## config.mk

```make
export PLATFORM = sky130hd
export DESIGN_NAME = wb_regfile
export DESIGN_NICKNAME = d
export VERILOG_FILES = /design/src/rtl/wb_regfile.sv
export SDC_FILE = /design/constraint.sdc
export NUM_CORES = 2
export LEC_CHECK = 0
export ABC_AREA = 0
export CELL_PAD_IN_SITES_DETAIL_PLACEMENT = 1
export CELL_PAD_IN_SITES_GLOBAL_PLACEMENT = 1
export CORE_UTILIZATION = 39
export CTS_CLUSTER_SIZE = 16
export DETAILED_ROUTE_END_ITERATION = 8
export HOLD_SLACK_MARGIN = 0.02
export PLACE_DENSITY = 0.68
export SLEW_MARGIN = 20
export SYNTH_ARGS = -nofsm -noshare
export SYNTH_HDL_FRONTEND = slang
export SYNTH_SLANG_ARGS = --single-unit
```

## constraint.sdc

```tcl
create_clock -name clk -period 2.9 [get_ports clk]
set_input_delay 0.435 -clock clk [delete_from_list [all_inputs] [get_ports clk]]
set_output_delay 0.435 -clock clk [all_outputs]
set_load 0.05 [all_outputs]
```

## src/rtl/wb_regfile.sv

```systemverilog
// ---------------------------------------------------------------------------
// wb_regfile
//   Write-back end of the EX->MEM->WB result path. The MEM-stage write request
//   is captured in a MEM/WB pipeline register, committed to a general register
//   file, and the register file is read by the ID stage through two ports.
//
//   Optional feature macro: REGFILE_BYPASS_EN
//     defined   : a read that hits the entry currently sitting in WB returns
//                 wb_wdata (write-through), so ID sees the committing value in
//                 the same cycle.
//     undefined : reads return the stored register only; the written value
//                 becomes visible the cycle after commit.
//
// Ports
//   clk, rst             clock (posedge) and synchronous active-high reset
//   mem_wd/wdata/wreg    write request from the MEM stage
//   stall                hold the MEM/WB register
//   flush                replace the MEM/WB register with a NOP (beats stall)
//   re1/raddr1/rdata1    read port 1 (combinational data)
//   re2/raddr2/rdata2    read port 2 (combinational data)
//   wb_wd/wdata/wreg     registered MEM/WB contents
// ---------------------------------------------------------------------------
module wb_regfile #(
    parameter int DATA_W   = 32,
    parameter int ADDR_W   = 5,
    parameter int NUM_REGS = 32
) (
    input  logic              clk,
    input  logic              rst,
    input  logic [ADDR_W-1:0] mem_wd,
    input  logic [DATA_W-1:0] mem_wdata,
    input  logic              mem_wreg,
    input  logic              stall,
    input  logic              flush,
    input  logic              re1,
    input  logic [ADDR_W-1:0] raddr1,
    output logic [DATA_W-1:0] rdata1,
    input  logic              re2,
    input  logic [ADDR_W-1:0] raddr2,
    output logic [DATA_W-1:0] rdata2,
    output logic [ADDR_W-1:0] wb_wd,
    output logic [DATA_W-1:0] wb_wdata,
    output logic              wb_wreg
);

    logic [DATA_W-1:0] regs [NUM_REGS];

    // A commit is only meaningful for a valid write that does not target r0.
    logic commit;
    assign commit = wb_wreg && (wb_wd != '0);

    // MEM/WB pipeline register: rst > flush > stall > load.
    always_ff @(posedge clk) begin
        if (rst) begin
            wb_wd    <= '0;
            wb_wdata <= '0;
            wb_wreg  <= 1'b0;
        end else if (flush) begin
            wb_wd    <= '0;
            wb_wdata <= '0;
            wb_wreg  <= 1'b0;
        end else if (!stall) begin
            wb_wd    <= mem_wd;
            wb_wdata <= mem_wdata;
            wb_wreg  <= mem_wreg;
        end
    end

    // Register file commit. It uses the pre-edge WB contents and is not gated
    // by stall: a held entry simply rewrites the same value. The reset edge
    // discards whatever was pending in WB.
    always_ff @(posedge clk) begin
        if (rst) begin
            for (int i = 0; i < NUM_REGS; i++) begin
                regs[i] <= '0;
            end
        end else if (commit) begin
            regs[wb_wd] <= wb_wdata;
        end
    end

    function automatic logic [DATA_W-1:0] read_port(input logic              re,
                                                    input logic [ADDR_W-1:0] raddr);
        logic [DATA_W-1:0] value;
        value = '0;
        if (rst || !re || (raddr == '0)) begin
            value = '0;
`ifdef REGFILE_BYPASS_EN
        end else if (wb_wreg && (wb_wd == raddr)) begin
            value = wb_wdata;
`endif
        end else begin
            value = regs[raddr];
        end
        return value;
    endfunction

    always_comb begin
        rdata1 = read_port(re1, raddr1);
    end

    always_comb begin
        rdata2 = read_port(re2, raddr2);
    end

endmodule
```

==> metrics.md <==
| Metric | Value |
|---|---|
| Min cycle time layout | 3070 ps |
| Root buf cell | clkbuf_16 |
| WP data arrival | 2630 ps |
| Slowest CP cell | mux4_2 |
| Vias per inst | 6.33 |
| Critical Path RT | 2470 ps |
| Mapped Avg Cell Area | 14.7 µm² |
| Gpl congestion | 0.915 |
| Clock skew | 35.5 ps |
| Synth Cell Area | 56000 µm² |
| Final std cells w/o fill | 6197 |
| Setup Viol. Count Final | 37 |
| Vias | 39200 |
| Outcome | finished, violations left |
| Clock buffer depth | 3 |
| Final net count | 4261 |
| Least-Margin Pin Slew | 896 ps |
| Final worst-path cycle share | 106% |
| Synthesis Warnings | 0 |
| Detailed Route WL | 223000 µm |
| Synth area leader | edfxtp_1 |
| R2r setup slk | 460 ps |
| Per-cell routed wire length | 36.1 µm |
| Initial antenna violation count | 21 |
| GR Overflow Total | 0 |
| Largest net degree at the start of global routing | 39 |
| Distinct cells, synth | 45 |
| GRT Overall Usage | 30.5% |
| Share of cells above drive strength 1 | 33.9% |
| DRC viols | 0 |
| Achievable Freq | 326 MHz |
| IO Pins | 156 |
| Port Buffers | 155 |
| Area growth, synth to finish | 24.8% |
| Clk slew on worst S/H paths | 60 ps |
| Pwr/cell area | 545 nW/µm² |
| Top-area cell type share of the netlist area | 54.9% |
| Worst min path class | primary input to flop |
| Register area share after synthesis | 56.3% |
| CTS tree | yes |
| Post-DP HPWL | 143000 µm |
| Cell with the most instances after synthesis | edfxtp_1 |
| CP max FO | 2 |
| Crit-path max cell delay | 490 ps |
| Max VDD drop | 472 µV |
| Top cells by area, synth | edfxtp_1, mux4_2, and2_1 |
| Die width | 381 µm |
| Core area | 142000 µm² |
| Failing checks | setup timing |
| CP delay by family, top | compound AO/OA/AOI/OAI gates |
| Crit path cell chain | mux4_2, a221o_1, a21oi_2, a31oi_1, buf_4, buf_12 |
| Lkg Pwr | 25.8 nW |
| DR pass1 iterations | 7 |
| Final hold violations | 0 |
| Final worst slack | -169 ps |
| CP Capture Type | primary output |
| Post-synth top flop | edfxtp_1 |
| CP Launch Type | flop |
| Initial Utilization | 39.5% |
| Vias in the first global route | 40400 |
| Total clock sinks | 1062 |
| Max-cap violations | 0 |
| Global-route wire length before repair | 313000 µm |
| Max Slew Vio Count | 0 |
| Die Footprint | 145000 µm² |
| RSZ-0062 raised after global routing | true |
| Yosys reg bits | 1062 |
| Synth Instances | 3816 |
| CP Buf/Inv Count | 2 |
| CTS buffer count | 117 |
| Clock Latency Late Sink | 760 ps |
| Post-DRT Antenna Nets | 0 |
| Row count | 138 |
| Slew HR | 40.3% |
| H-tree depth | 3 |
| WS Path Type | flop to primary output |
| Sum Neg Setup Slack | -2890 ps |
| Die Y | 381 µm |
| Share of flip-flops with an asynchronous set or reset | 0% |
| Placed insts | 5971 |
| Post-synth EDFFs | 1024 |
| Synth cell count leaders | edfxtp_1, and2_1, mux4_2 |
| Initial drt markers | 5317 |
==> registers in the layout, indices dropped and copies added, names as in the netlist <==
signal    cells
regs       1024
wb_wd         5
wb_wdata     32
wb_wreg       1
==> worst register-to-register path: cells and delay by family (launching register included) <==
kind | cells | cell delay (ps)
buffers and inverters | 1 | 550
AND/OR/NAND/NOR | 3 | 1100
flip-flops | 1 | 680
==> report_power, final <==
group	total (mW)	internal (mW)	switching, mW
Combinational	5.16	2.20	2.95
Clock	15.3	8.77	6.54
Sequential	17.6	17.3	0.306
==> final cells by class <==
class,count,area [µm²]
antenna,5,12.5
clock buffer,150,3150
clock inverter,64,683
fill,13600,72100
inverter,3,18.8
multi-input combinational,2375,24800
sequential,1062,31500
tap,1890,2360
timing repair buffer,648,7340
==> per-stage QoR <==
| step | utilization, % | instance area, µm² | setup WS [ps] | hold WS (ps) | power, mW |
|---|---|---|---|---|---|
| 2_1_floorplan | - | 56400 | -159 | 579 | 20.2 |
| 3_3_place_gp | 45.1 | 64000 | -615 | 572 | 22.5 |
| 3_5_place_dp | 45.1 | 64000 | -578 | 586 | 22.6 |
| 4_1_cts | 49.0 | 69600 | -206 | 45.6 | 38.1 |
| 5_1_grt | 49.2 | 69900 | -264 | 61.8 | 38.8 |
| 6_report | 49.2 | 69900 | -169 | 85.7 | 38.1 |
==> path summary, 6_finish.rpt <==
| kind | cells past startpoint | from | endpoint |
|---|---|---|---|
| worst min-delay path | 2 | rst | regs[0][31]$_SDFFCE_PN0P_ |
| worst max register to register | 4 | wb_wd[4]$_SDFFE_PP0N_ | regs[17][24]$_SDFFCE_PN0P_ |
| worst min register to register | 2 | wb_wd[0]$_SDFFE_PP0N_ | wb_wd[0]$_SDFFE_PP0N_ |
| worst max-delay path | 6 | regs[24][20]$_SDFFCE_PN0P_ | rdata2[20] |
==> logic make-up (layout without fill, tap and decap cells) <==
group / Yosys count / after routing / share of synthesized area (%)
AOI/OAI and AO/OA: 321 / 321 / 4.46
buffers and inverters: 410 / 865 / 3.37
DFF: 1062 / 1062 / 56.3
muxes: 760 / 760 / 22.5
other: 1 / 37 / 0.00670
and+or+nand+nor: 1262 / 1262 / 13.4
==> metal layers <==
layer | up-vias | track usage [%] | share of wire, %
met5 | - | 0 | 0.020
met4 | 8 | 11.7 | 4.2
met2 | 2538 | 48.3 | 46
met1 | 20800 | 40.6 | 39
met3 | 475 | 7.40 | 11
li1 | 15400 | - | -
==> layout by cell type, fill, tap and decap left out, drive strengths merged, types with 21 or more instances in the layout <==
master	n
a211oi	51
or2	33
a221oi	21
edfxtp	1024
mux2i	317
mux2	51
clkinv	43
a2111oi	24
buf	562
o221ai	25
a22oi	51
nand2	65
conb	32
and2	996
clkdlybuf4s50	77
nor2	77
nor3	28
nor2b	29
a31oi	30
clkbuf	151
o22ai	31
a22o	48
mux4	392
dfxtp	38
==> what timing repair did <==
action | CTS | global route
hold buffers | 0 | 0
pin swaps | 101 | 34
setup buffers | 35 | 5
gates cloned | 6 | 0
setup endpoints to repair | 64 | 62
gates resized for setup | 280 | 48
Note: power is estimated with default switching activity, not from simulation.
